<file path="config.mk">
export PLATFORM = sky130hd
export DESIGN_NAME = booth_multiplier_seq
export DESIGN_NICKNAME = d
export VERILOG_FILES = /design/src/rtl/booth_pkg.sv /design/src/rtl/booth_recode.sv /design/src/rtl/booth_multiplier_seq.sv
export SDC_FILE = /design/constraint.sdc
export NUM_CORES = 1
export LEC_CHECK = 0
export CAP_MARGIN = 20
export CORE_MARGIN = 8
export CORE_UTILIZATION = 54
export CTS_BUF_LIST = sky130_fd_sc_hd__clkbuf_16
export DETAILED_ROUTE_END_ITERATION = 10
export MAX_ROUTING_LAYER = met4
export PLACE_DENSITY = 0.87
export SYNTH_ARGS = -nofsm -noshare
export SYNTH_HDL_FRONTEND = slang
export SYNTH_HIERARCHICAL = 1
export SYNTH_SLANG_ARGS = --single-unit
</file>
<file path="constraint.sdc">
create_clock -name clk -period 3.2 [get_ports clk]
set_input_delay 0.32 -clock clk [delete_from_list [all_inputs] [get_ports clk]]
set_output_delay 0.32 -clock clk [all_outputs]
set_load 0.02 [all_outputs]
</file>
<file path="src/rtl/booth_pkg.sv">
// Shared types, recoding digits and step-count helper for the sequential Booth multiplier.
// Build option BOOTH_RADIX4_EN selects radix-4 recoding; otherwise radix-2.
package booth_pkg;

    typedef enum logic [1:0] {IDLE, RUN, DONE} state_t;

    typedef enum logic [2:0] {ZERO, PM, NM, P2M, N2M} digit_t;

`ifdef BOOTH_RADIX4_EN
    localparam int GRP_W  = 3;
    localparam int SHIFT  = 2;
    localparam int HI_EXT = 2;
`else
    localparam int GRP_W  = 2;
    localparam int SHIFT  = 1;
    localparam int HI_EXT = 1;
`endif

    function automatic int num_steps(input int width);
        return width / SHIFT;
    endfunction

endpackage

</file>
<file path="src/rtl/booth_recode.sv">
// Booth recoder: maps the examined multiplier bit group {LO, q-1} to a digit select.
// Group width follows BOOTH_RADIX4_EN through booth_pkg.
module booth_recode
    import booth_pkg::*;
(
    input  logic [GRP_W-1:0] grp,
    output digit_t           digit
);

    always_comb begin
        digit = ZERO;
`ifdef BOOTH_RADIX4_EN
        case (grp)
            3'b001, 3'b010: digit = PM;
            3'b011:         digit = P2M;
            3'b100:         digit = N2M;
            3'b101, 3'b110: digit = NM;
            default:        digit = ZERO;
        endcase
`else
        case (grp)
            2'b01:   digit = PM;
            2'b10:   digit = NM;
            default: digit = ZERO;
        endcase
`endif
    end

endmodule

</file>
<file path="src/rtl/booth_multiplier_seq.sv">
// Multi-cycle signed Booth multiplier with start/busy/done handshake.
// Define BOOTH_RADIX4_EN for radix-4 recoding (WIDTH/2 steps); default is radix-2 (WIDTH steps).
module booth_multiplier_seq
    import booth_pkg::*;
#(
    parameter int WIDTH = 4
) (
    input  logic                 clk,
    input  logic                 rst,
    input  logic                 start,
    input  logic [WIDTH-1:0]     A,
    input  logic [WIDTH-1:0]     B,
    output logic                 busy,
    output logic                 done,
    output logic [2*WIDTH-1:0]   PRODUCT
);

    localparam int N_STEPS = num_steps(WIDTH);
    localparam int HW      = WIDTH + HI_EXT;
    localparam int ACC_W   = HW + WIDTH + 1;
    localparam int CNT_W   = $clog2(N_STEPS + 1);

`ifdef BOOTH_RADIX4_EN
    if (WIDTH % 2 != 0) begin : g_odd_width
        $error("booth_multiplier_seq: WIDTH must be even for radix-4 recoding");
    end
`endif

    state_t                  state;
    logic signed [HW-1:0]    m;
    logic signed [HW-1:0]    hi;
    logic signed [HW-1:0]    hi_sum;
    logic [WIDTH-1:0]        lo;
    logic                    q;
    logic [CNT_W-1:0]        cnt;
    logic signed [ACC_W-1:0] acc_sum;
    logic signed [ACC_W-1:0] acc_sh;
    digit_t                  digit;
    logic                    load;

    booth_recode u_recode (
        .grp   ({lo[GRP_W-2:0], q}),
        .digit (digit)
    );

    // Extra HI headroom keeps -M and -2M from overflowing for full-range operands.
    always_comb begin
        hi_sum = hi;
        case (digit)
            PM:      hi_sum = hi + m;
            NM:      hi_sum = hi - m;
            P2M:     hi_sum = hi + (m <<< 1);
            N2M:     hi_sum = hi - (m <<< 1);
            default: hi_sum = hi;
        endcase
        acc_sum = {hi_sum, lo, q};
        acc_sh  = acc_sum >>> SHIFT;
    end

    // Operands are only captured when the unit is free: from IDLE or on the DONE cycle.
    assign load = start && (state == IDLE || state == DONE);

    always_ff @(posedge clk) begin
        if (rst) begin
            state   <= IDLE;
            busy    <= 1'b0;
            done    <= 1'b0;
            PRODUCT <= '0;
            m       <= '0;
            hi      <= '0;
            lo      <= '0;
            q       <= 1'b0;
            cnt     <= '0;
        end else begin
            case (state)
                IDLE: begin
                    busy <= 1'b0;
                    done <= 1'b0;
                end
                RUN: begin
                    busy <= 1'b1;
                    done <= 1'b0;
                    hi   <= acc_sh[ACC_W-1 -: HW];
                    lo   <= acc_sh[WIDTH:1];
                    q    <= acc_sh[0];
                    cnt  <= cnt - CNT_W'(1);
                    if (cnt == CNT_W'(1))
                        state <= DONE;
                end
                DONE: begin
                    busy    <= 1'b0;
                    done    <= 1'b1;
                    PRODUCT <= {hi[WIDTH-1:0], lo};
                    state   <= IDLE;
                end
                default: state <= IDLE;
            endcase

            if (load) begin
                m     <= {{HI_EXT{A[WIDTH-1]}}, A};
                hi    <= '0;
                lo    <= B;
                q     <= 1'b0;
                cnt   <= CNT_W'(N_STEPS);
                state <= RUN;
                if (state == IDLE)
                    busy <= 1'b1;
            end
        end
    end

endmodule
</file>
==> flow_metrics.py <==
metrics = {
    "timing": {
        "slew_headroom_pct": 39.4,
        "setup_tns_ps": 0,
        "holdWs_ps": 454,
        "setup_viol": 0,
        "rsz0062_at_grt": "no",
        "min_period_ps": 2710,
        "finalHoldViolCount": 0,
        "period_share_pct": 84.5,
        "finClkSkew_ps": 2.88,
        "worst_pin_slew_ps": 906,
        "fmax_mhz": 370,
        "finalMaxSlewViolations": 0,
    },
    "worst_setup_path": {
        "worst_setup_path_end_kind": "flop",
        "cp.required_ps": 3350,
        "cp_max_fo": 7,
        "slowest_stage": "fa_1",
        "slowest_delay_ps": 440,
        "critPathArrivalTime_ps": 2860,
        "worstSetupPathType": "reg2reg",
        "regToRegSetupSlack_ps": 490,
        "worstPathCellList": "and2b_2 -> nor3b_4 -> mux2_2 -> fa_1 -> nor2b_1 -> o21a_1 -> or4_1 -> mux2i_1 -> o311a_1",
        "crit_path_start_kind": "flop",
    },
    "synthesis": {
        "ys_warn_count": 6,
        "synth_area_um2": 1650,
        "syn-num-nets": 228,
        "synth.avg_cell_area_um2": 8.03,
        "synth.distinct_cells": 40,
        "ys_ff_latch": 28,
        "yosysSeqAreaShare_pct": 34.0,
        "syn_inst": 205,
    },
    "power": {
        "p_total_uw": 959,
        "ir_worst_vdd_mv": 0.509,
        "p_leak_nw": 0.707,
        "p_per_area_nw_per_um2": 489,
    },
    "floorplanning": {
        "core_um2": 2980,
        "pin_count": 21,
        "fp.dieH_um": 71.2,
        "num_rows": 20,
        "die-area_um2": 5070,
        "die_x_um": 71.2,
        "start_util_pct": 55.3,
    },
    "drt": {
        "first_pass_iters": 4,
        "drt_wl_total_mm": 3.66,
        "via_per_inst": 5.67,
        "drtIter0Drc": 167,
        "vias": 1439,
        "drc": 0,
        "wl_per_cell_um": 14.4,
        "antenna_left": 0,
    },
    "final_layout": {
        "drive_gt1_share_pct": 6.33,
        "nNetsFinal": 245,
        "n_antenna_cell": 0,
        "layout_common_cells": "nand2_1 (38), dfxtp_1 (28), a21oi_1 (27), clkdlybuf4s50_1 (20), nor2_1 (12)",
        "mostFrequentLayoutCell": "nand2_1",
        "area_delta_synth_final_pct": 19.1,
    },
    "clock_network": {
        "ctsResizeCount": 0,
        "path_clk_slew_ps": 70,
        "holdBufCountCts": 0,
        "cts_buffers": 3,
        "cts_buffer_depth": 2,
        "cts_tree": "done",
        "post_cts_buffers": 0,
        "h-tree-depth": 1,
        "clock-root-buffer": "clkbuf_16",
        "clkLatencyLatePin_ps": 260,
        "cts.sinks": 28,
    },
    "global_route": {
        "grtUsageMet1_pct": 18.9,
        "grt-ovfl-total": 0,
        "grt_usage_pct": 15.5,
        "grt_use_met2_pct": 25.2,
        "use_met3_pct": 3.77,
        "antenna_found_initial": 0,
        "grt_pass1_vias": 1360,
        "grt_first_pass_wirelength_mm": 6.35,
        "busiest_layer": "met2",
        "grt_start_max_net_pins": 25,
    },
    "run_status": {
        "outcome": "finished clean",
    },
    "placed_design": {
        "globalplace.congestion": 0.947,
        "dp_hpwl_mm": 2.71,
        "io_buffers": 20,
    },
    "hold_path": {
        "hold_class": "reg2reg",
    },
    "flow_run": {
        "max_cap_viol_count": 0,
    },
}
state kept, by name (all words and copies together) (netlist names):
| signal | cells |
|---|---|
| PRODUCT | 8 |
| busy | 1 |
| cnt | 3 |
| done | 1 |
| hi | 4 |
| lo | 4 |
| m | 4 |
| q | 1 |
| state | 2 |
routing by layer:
| metal | vias up | part of all wire, % |
|---|---|---|
| met3 | 8 | 3.9 |
| li1 | 733 | - |
| met2 | 29 | 49 |
| met5 | - | 0 |
| met1 | 669 | 46 |
| met4 | 0 | 1.4 |
area by class of cell:
cell class / count / area [um2]
clock buffers: 3 / 75.1
well taps: 33 / 41.3
flip-flops and latches: 28 / 561
multi-input cells: 155 / 991
inverters: 11 / 41.3
clock inverters: 1 / 30.0
fillers: 228 / 1020
repair buffers: 23 / 223
metrics by stage:
step           worst slack, ps  area (um2)  instances  utilization [%]
5_1_grt                    341        1960        254             65.9
6_report                   495        1960        254             65.9
3_3_place_gp               626        1860        250             62.4
3_5_place_dp               537        1860        250             62.4
4_1_cts                    487        1960        254             65.9
2_1_floorplan              704        1650        205                -
power by group:
group          internal [mW]  total [mW]  switching (mW)
sequential             0.365       0.384          0.0191
clock                  0.249       0.365           0.116
combinational         0.0995       0.210           0.111
total                  0.713       0.959           0.246
synth_stat cells:
library cell / number / share of area [%]
and2_1: 1 / 0.38
and2b_2: 1 / 0.53
a31oi_1: 1 / 0.38
o21a_1: 2 / 0.91
a221oi_1: 1 / 0.53
or2b_1: 1 / 0.46
or4_1: 1 / 0.46
clkbuf_1: 8 / 1.8
a211oi_2: 1 / 0.76
o32ai_1: 1 / 0.53
o2111ai_1: 1 / 0.53
nor3_1: 2 / 0.61
nand2_1: 38 / 8.7
nor4b_1: 1 / 0.53
nor2_1: 12 / 2.7
nor3b_4: 1 / 1.1
ha_1: 10 / 7.6
nor2b_1: 6 / 2.3
conb_1: 1 / 0.23
o21ai_0: 7 / 2.1
or3_1: 3 / 1.1
nand3b_1: 1 / 0.46
a211oi_1: 3 / 1.4
dfxtp_1: 28 / 34
nand2b_1: 5 / 1.9
a21oi_1: 27 / 8.2
mux2i_1: 3 / 1.8
buf_6: 1 / 0.68
o211ai_1: 2 / 0.91
and3_2: 1 / 0.46
xnor2_1: 9 / 4.8
mux2_2: 2 / 1.4
a22oi_1: 4 / 1.8
inv_1: 11 / 2.5
and2_2: 1 / 0.46
o311a_1: 1 / 0.61
buf_4: 1 / 0.46
xor2_1: 2 / 1.1
fa_1: 2 / 2.4
buf_2: 1 / 0.30
kinds of logic after synthesis:
family	synth area share (%)
and+or+nand+nor	22.2
adders and majority gates	10.0
other	0.228
xor gates and xnor gates	5.85
AOI/OAI and AO/OA	18.7
muxes	3.19
DFF	34.0
buffers and inverters	5.78
worst paths after layout:
path | start | to | cells past startpoint
setup / recovery | lo[0] | hi[3] | 9
hold reg to reg | PRODUCT[1] | PRODUCT[1] | 2
setup reg to reg | lo[0] | hi[3] | 9
hold / removal | PRODUCT[1] | PRODUCT[1] | 2
worst max-delay path: cells and delay by family, from the launching register on:
| family | cells | cell delay [ps] |
|---|---|---|
| mux | 2 | 460 |
| simple gates | 4 | 860 |
| fa+ha+maj | 1 | 440 |
| flops | 1 | 370 |
| compound gates | 2 | 460 |
No activity file was read; power rests on OpenSTA's default activity.
